## src/rtl/demux4_buf_pkg.sv

```systemverilog
// Shared constants for the registered 1-to-4 demultiplexer.
// Channel codes follow the mux4 select convention {sel2, sel1}.
package demux4_buf_pkg;

  localparam int DEF_WIDTH = 8;

  localparam logic [1:0] CH1 = 2'b00;
  localparam logic [1:0] CH2 = 2'b01;
  localparam logic [1:0] CH3 = 2'b10;
  localparam logic [1:0] CH4 = 2'b11;

  function automatic logic [3:0] ch_onehot(
    input logic [1:0] idx
  );
    logic [3:0] oh;
    oh = 4'b0000;
    unique case (idx)
      CH1: oh = 4'b0001;
      CH2: oh = 4'b0010;
      CH3: oh = 4'b0100;
      CH4: oh = 4'b1000;
    endcase
    return oh;
  endfunction

endpackage

```

## src/rtl/demux4_buf_slot.sv

```systemverilog
// One-entry channel buffer: holds a word until its consumer takes it.
// A load in the same cycle as a drain replaces the word with no bubble.
module demux_slot
  import demux4_buf_pkg::*;
#(
  parameter int WIDTH = DEF_WIDTH
) (
  input  logic             clk,
  input  logic             rst_n,
  input  logic             load,
  input  logic [WIDTH-1:0] din,
  input  logic             ready,
  output logic [WIDTH-1:0] dout,
  output logic             valid,
  output logic             free
);

  logic [WIDTH-1:0] data_q;
  logic [WIDTH-1:0] data_d;
  logic             valid_q;
  logic             valid_d;

  always_comb begin
    data_d  = data_q;
    valid_d = valid_q & ~ready;
    if (load) begin
      data_d  = din;
      valid_d = 1'b1;
    end
  end

  always_ff @(posedge clk) begin
    if (!rst_n) begin
      data_q  <= '0;
      valid_q <= 1'b0;
    end else begin
      data_q  <= data_d;
      valid_q <= valid_d;
    end
  end

  assign dout  = data_q;
  assign valid = valid_q;
  assign free  = ~valid_q | ready;

endmodule

```

## src/rtl/demux4_buf.sv

```systemverilog
// Registered 1-to-4 demultiplexer with per-channel output buffers.
// Broadcast is all-or-nothing: it waits until every channel is free.
module demux4_buf
  import demux4_buf_pkg::*;
#(
  parameter int WIDTH = DEF_WIDTH
) (
  input  logic             clk,
  input  logic             rst_n,
  input  logic [WIDTH-1:0] in,
  input  logic             in_valid,
  output logic             in_ready,
  input  logic             sel1,
  input  logic             sel2,
  input  logic             bcast,
  output logic [WIDTH-1:0] out1,
  output logic [WIDTH-1:0] out2,
  output logic [WIDTH-1:0] out3,
  output logic [WIDTH-1:0] out4,
  output logic [3:0]       out_valid,
  input  logic [3:0]       out_ready
);

  logic [3:0]       free_w;
  logic [3:0]       sel_oh;
  logic [3:0]       tgt_w;
  logic [3:0]       load_w;
  logic             accept;
  logic [WIDTH-1:0] data_w [4];

  assign sel_oh   = ch_onehot({sel2, sel1});
  assign tgt_w    = bcast ? 4'b1111 : sel_oh;
  assign in_ready = bcast ? (&free_w)
                          : (|(free_w & sel_oh));
  assign accept   = in_valid & in_ready;
  assign load_w   = {4{accept}} & tgt_w;

  for (genvar k = 0; k < 4; k++) begin : g_slot
    demux_slot #(
      .WIDTH(WIDTH)
    ) u_slot (
      .clk  (clk),
      .rst_n(rst_n),
      .load (load_w[k]),
      .din  (in),
      .ready(out_ready[k]),
      .dout (data_w[k]),
      .valid(out_valid[k]),
      .free (free_w[k])
    );
  end

  assign out1 = data_w[0];
  assign out2 = data_w[1];
  assign out3 = data_w[2];
  assign out4 = data_w[3];

endmodule
```

## config.mk

```make
export PLATFORM = sky130hd
export DESIGN_NAME = demux4_buf
export DESIGN_NICKNAME = d
export VERILOG_FILES = /design/src/rtl/demux4_buf_pkg.sv /design/src/rtl/demux4_buf_slot.sv /design/src/rtl/demux4_buf.sv
export SDC_FILE = /design/constraint.sdc
export NUM_CORES = 1
export LEC_CHECK = 0
export ABC_AREA = 1
export BUFFER_PORTS_ARGS = -buffer_cell sky130_fd_sc_hd__buf_2
export CAP_MARGIN = 20
export CORE_MARGIN = 5
export CORE_UTILIZATION = 55
export CTS_CLUSTER_SIZE = 10
export DETAILED_ROUTE_END_ITERATION = 8
export PLACE_DENSITY = 0.8
export REMOVE_ABC_BUFFERS = 1
export SLEW_MARGIN = 30
export SYNTH_ARGS = -nofsm -noshare
export SYNTH_HDL_FRONTEND = slang
export SYNTH_SLANG_ARGS = --single-unit
```

## constraint.sdc

```tcl
create_clock -name clk -period 3.85 [get_ports clk]
set_input_delay 0.1925 -clock clk [delete_from_list [all_inputs] [get_ports clk]]
set_output_delay 0.1925 -clock clk [all_outputs]
set_load 0.02 [all_outputs]
```

=== Yosys cells after proc, flatten, opt, wreduce, memory -nomap -nowiden ===
Index checks and enable logic that the tools add are counted.

* Bits in registers: 36
* Input bits: 18
* Output and inout bits: 37
* Word-level logic and storage cells: 40

* Equal/unequal tests: 3
* Mux-type cells: 7
* Bitwise operators: 19
* Reductions and logical operators: 3

{| class="wikitable"
|+ Operator list
! operator !! number
|-
| 4-bit case mux with 4 select lines || 1
|-
| 4-bit bitwise AND || 2
|-
| 1-bit NOT || 8
|-
| 1-bit bitwise AND || 5
|-
| 1-bit two-way mux || 5
|-
| 2-bit equality test (second input constant) || 2
|-
| 4-bit two-way mux || 1
|-
| 1-bit bitwise OR || 4
|-
| 4-bit AND reduction || 1
|-
| 4-bit OR reduction || 1
|-
| 2-bit by 1-bit equality test with 1-bit output (second input constant) || 1
|-
| 2-bit zero test || 1
|}

=== Depth between registers and ports, before layout ===
* Depth in word-level cells: 8
* Gate-level depth with buffers: 10
* Gate-level depth less buffers: 10

=== By module ===
Synthesis repeated with hierarchy kept, for this count alone.

* Cells, all modules: 177
* Area total of the unflattened synthesis: 1351.3 um^2

{| class="wikitable"
|+ By module, submodules not included
! module !! times used !! cells an instance !! area an instance (um^2) !! seq. area each (um^2)
|-
| demux_slot || 4 || 38 || 304.0 || 180.2
|-
| demux4_buf || 1 || 25 || 135.1 || 0.0
|}

=== Least setup slack after synthesis ===
Ideal clock, no wire load.

* Path kind: register to register
* Start point: register g_slot[2].u_slot.valid_q
* End point: register g_slot[0].u_slot.data_q[0]
* Setup time: 0.110 ns
* Arrival time: 1.138 ns
* Data required time: 3.740 ns
* Setup slack: 2.602 ns
* Stages on the path, launching flop included: 10
* Buffers on the path: 1
* Period minus slack after synthesis: 1.248 ns
* Cell sequence: dfxtp_1 > nand2_1 > nand2_1 > o21ai_1 > nand2_2 > nand2_8 > buf_6 > nand4_1 > nand2_1 > nor2_1

* Longest elaborated chain between the ends: 7
* Elaborated cells on any way between the ends: 8
* Classes of those cells: mux (1); bitwise (5); reduce/logical (2)

{| class="wikitable"
|+ Ends and longest elaborated chain
! what !! RTL line !! text
|-
| from (decl) || demux4_buf_slot.sv:20 || <nowiki>logic valid_q;</nowiki>
|-
| from (signal assigned) || demux4_buf_slot.sv:38 || <nowiki>valid_q <= valid_d;</nowiki>
|-
| 1-bit NOT (*) || demux4_buf_slot.sv:44 || <nowiki>assign free = ~valid_q | ready;</nowiki>
|-
| 1-bit bitwise OR (*) || demux4_buf_slot.sv:44 ||
|-
| 4-bit bitwise AND || demux4_buf.sv:34 || <nowiki>: (|(free_w & sel_oh));</nowiki>
|-
| 4-bit OR reduction || demux4_buf.sv:34 ||
|-
| 1-bit two-way mux (*) || demux4_buf.sv:33 || <nowiki>assign in_ready = bcast ? (&free_w)</nowiki>
|-
| via in_ready || demux4_buf.sv:12 || <nowiki>output logic in_ready,</nowiki>
|-
| 1-bit bitwise AND (*) || demux4_buf.sv:35 || <nowiki>assign accept = in_valid & in_ready;</nowiki>
|-
| 4-bit bitwise AND (*) || demux4_buf.sv:36 || <nowiki>assign load_w = {4{accept}} & tgt_w;</nowiki>
|-
| to (signal assigned) || demux4_buf_slot.sv:37 || <nowiki>data_q <= data_d;</nowiki>
|-
| to (decl) || demux4_buf_slot.sv:18 || <nowiki>logic [WIDTH-1:0] data_q;</nowiki>
|}

Mark *: on every way through the listed nets, which the timed path passes. The rest lies on a longest branch.
A chain may end at the register's enable or synchronous reset.

=== Final worst setup path ===
* Start point: register g_slot[2].u_slot.valid_q
* End point: output port in_ready

* Longest elaborated chain between the ends: 5
* Elaborated cells on any way between the ends: 6
* Classes of those cells: mux (1); bitwise (3); reduce/logical (2)

{| class="wikitable"
|+ Ends and longest elaborated chain
! what !! RTL line
|-
| 1-bit NOT (*) || demux4_buf_slot.sv:44
|-
| 1-bit bitwise OR (*) || demux4_buf_slot.sv:44
|-
| 4-bit bitwise AND || demux4_buf.sv:34
|-
| 4-bit OR reduction || demux4_buf.sv:34
|-
| 1-bit two-way mux (*) || demux4_buf.sv:33
|-
| to (decl) || demux4_buf.sv:12
|}

Every way passes the cells marked *; elsewhere a longest branch is shown, timed or not.

==> results.yml <==
outcome:
  status: "finished, final reports clean"
synth:
  syn-instance-count: 289
  yosysMostFrequentCell: "inv_1"
  synth_top_area_cell: "dfxtp_1"
  ys_top_cells_by_area: "dfxtp_1 (37%), inv_1 (15%), nand2_1 (14%)"
  ys_seq_area_frac: 0.373
  synth_area_um2: 1930
  async_flop_share: 0
  ys_top_cells_by_count: "inv_1 (77), nand2_1 (71), dfxtp_1 (36), nor2_1 (33), nand4_1 (32)"
  synth_top_area_share: 0.373
  ys_ff_latch: 36
  synth_ff_type: "dfxtp_1"
  avgSynthCellArea_um2: 6.68
  synth_edf_count: 0
  ys_warn_count: 0
  synth_cell_type_count: 20
die:
  start_util: 0.574
  die_w_um: 69.2
  num_rows: 21
  io_pins: 55
  die_area_um2: 4790
  design.core.area_um2: 3360
  dieHeight_um: 69.2
global_route:
  grt_pass1_vias: 1644
  grt_max_degree: 38
  gr-total-overflow: 0
  grt_pass1_wl_mm: 7.20
  grt.total_usage: 0.183
  antenna_found_initial: 0
timing:
  rsz0062_at_grt: "no"
  layout_min_cycle_time_ns: 1.74
  fin_crit_sh: 0.452
  fin_ws_ns: 2.11
  tns_ns: 0
  tightest_slew_ns: 0.720
  maxSlewHeadroom: 0.520
  finalClockSkew_ns: 0.0126
  clock.fmax_mhz: 575
  finalHoldViolations: 0
  final-setup-viol-count: 0
  maxSlewViolCount: 0
drt:
  ant_nets: 0
  initialDrtViolationCount: 68
  drc_errors: 0
  drt_first_pass_iters: 4
  via_count: 1774
  vias_per_cell: 4.67
  drt-total-wl_mm: 4.26
  wl_per_cell_um: 11.2
cts:
  clkTransAtPathRegs_ns: 0.10
  cts-resized-gates: 0
  cts_buffer_depth: 2
  cts_root_buf: "clkbuf_4"
  post_cts_buffers: 0
  htree_levels: 2
  cts_tree: "yes"
  cts.sink_count: 36
  cts_made_buffers: 5
  clock_latency_ns: 0.34
  holdBufCountCts: 0
place:
  dp_slack_ns: 2.38
  place.gp.congestion: 0.795
  port_buffers: 54
  place.detailed.hpwl_mm: 3.07
setup_path:
  cp-start-kind: "register"
  crit_path_end: "in_ready"
  crit_type: "register to output port"
  r2r-start: "g_slot[2].u_slot.valid"
  cp.arrival_ns: 1.55
  worstSetupEndpointType: "output port"
  rr_worst_depth: 9
  crit_path_max_fanout: 37
  r2r_end: "g_slot[2].u_slot.dout[3]"
  cp.required_ns: 3.66
  crit_path_start: "g_slot[2].u_slot.valid"
  rrSetupSlack_ns: 2.37
power:
  ir_drop_mv: 0.266
  combPwrFrac: 0.272
  internal_power_w: 0.000569
  p_total_w: 0.000865
  power_density_nw_per_um2: 394
  switchingPower_w: 0.000296
  leakage_nw: 1.28
  pwr-share-clk: 0.244
  swShare: 0.342
  p_seq_frac: 0.483
layout:
  n_antenna_cell: 0
  postLayoutCoreUtil: 0.653
  area_growth_pct: 13.7
  drive_gt1_frac: 0.228
  fin_nets: 351
run:
  drv_cap: 0
min_path:
  holdCritPathClass: "primary input to register"
-- cell type report --
type / instances / area [um2]
flip-flops and latches: 36 / 721
fillers: 356 / 1170
inverters: 80 / 300
clock buffers: 8 / 58.8
multi-input cells: 156 / 788
well taps: 46 / 57.6
repair buffers: 54 / 270
-- cells by family after synthesis --
group,synth area share
and+or+nand+nor,0.377
buffers and inverters,0.218
DFF,0.373
AOI/OAI and AO/OA,0.0311
-- through the flow --
step	cell area, um2	hold WS (ns)	cells
6_report	2200	0.146	380
5_1_grt	2200	0.163	380
4_1_cts	2200	0.134	380
3_5_place_dp	2140	0.492	372
3_3_place_gp	2140	0.493	372
2_1_floorplan	1810	0.314	272
-- per-layer routing --
metal | global-route usage | vias up | routed length, um | part of all wire
li1 | - | 949 | - | -
met1 | 0.202 | 761 | 1780 | 0.42
met2 | 0.318 | 58 | 2090 | 0.49
met3 | 0.0638 | 6 | 333 | 0.078
met4 | 0.0759 | 0 | 59 | 0.014
met5 | 0 | - | 0 | 0
-- flip-flops by register name, summed over array words and instances (netlist names) --
| name | cells |
|---|---|
| g_slot.u_slot.valid | 4 |
| g_slot.u_slot.dout | 32 |
-- critical path, cell delays in order, from the launching register on --
cell     delay [ns]
dfxtp_1        0.32
nand2_1        0.11
nand2_1        0.07
o21ai_1        0.15
nand2_2        0.11
nand2_8        0.22
buf_2          0.22
-- cell usage in the layout, fill, tap and decap left out --
cell | Yosys | layout
a21oi_1 | 4 | 4
buf_2 | 4 | 54
clkbuf_1 | 2 | 2
clkbuf_4 | 0 | 5
clkbuf_8 | 0 | 1
dfxtp_1 | 36 | 36
inv_1 | 77 | 77
inv_2 | 3 | 3
nand2_1 | 71 | 71
nand2_2 | 1 | 1
nand2_4 | 1 | 1
nand2_8 | 1 | 1
nand3_1 | 2 | 2
nand3_2 | 2 | 2
nand3_4 | 4 | 4
nand4_1 | 32 | 32
nor2_1 | 33 | 33
o21ai_1 | 1 | 1
o21ai_2 | 4 | 4
-- worst min path at each step --
stage                                        start  cells past startpoint                  endpoint  slack [ns]
final                                 out_ready[1]                      4    g_slot[1].u_slot.valid        0.15
after global routing                  out_ready[1]                      4    g_slot[1].u_slot.valid        0.16
after CTS                             out_ready[1]                      4    g_slot[1].u_slot.valid        0.13
after detailed placement  g_slot[0].u_slot.dout[2]                      4  g_slot[0].u_slot.dout[2]        0.49
after global placement    g_slot[0].u_slot.dout[0]                      4  g_slot[0].u_slot.dout[0]        0.49
after floorplan                              rst_n                      2  g_slot[0].u_slot.dout[0]        0.31
-- power groups by stage --
stage          sequential (W)  combinational (W)  clock [W]
2_1_floorplan        0.000466           0.000120          0
3_3_place_gp         0.000425           0.000230          0
3_5_place_dp         0.000427           0.000236          0
4_1_cts              0.000418           0.000237   0.000217
5_1_grt              0.000422           0.000264   0.000234
6_report             0.000418           0.000236   0.000211
Note: power is estimated with default switching activity, not from simulation.
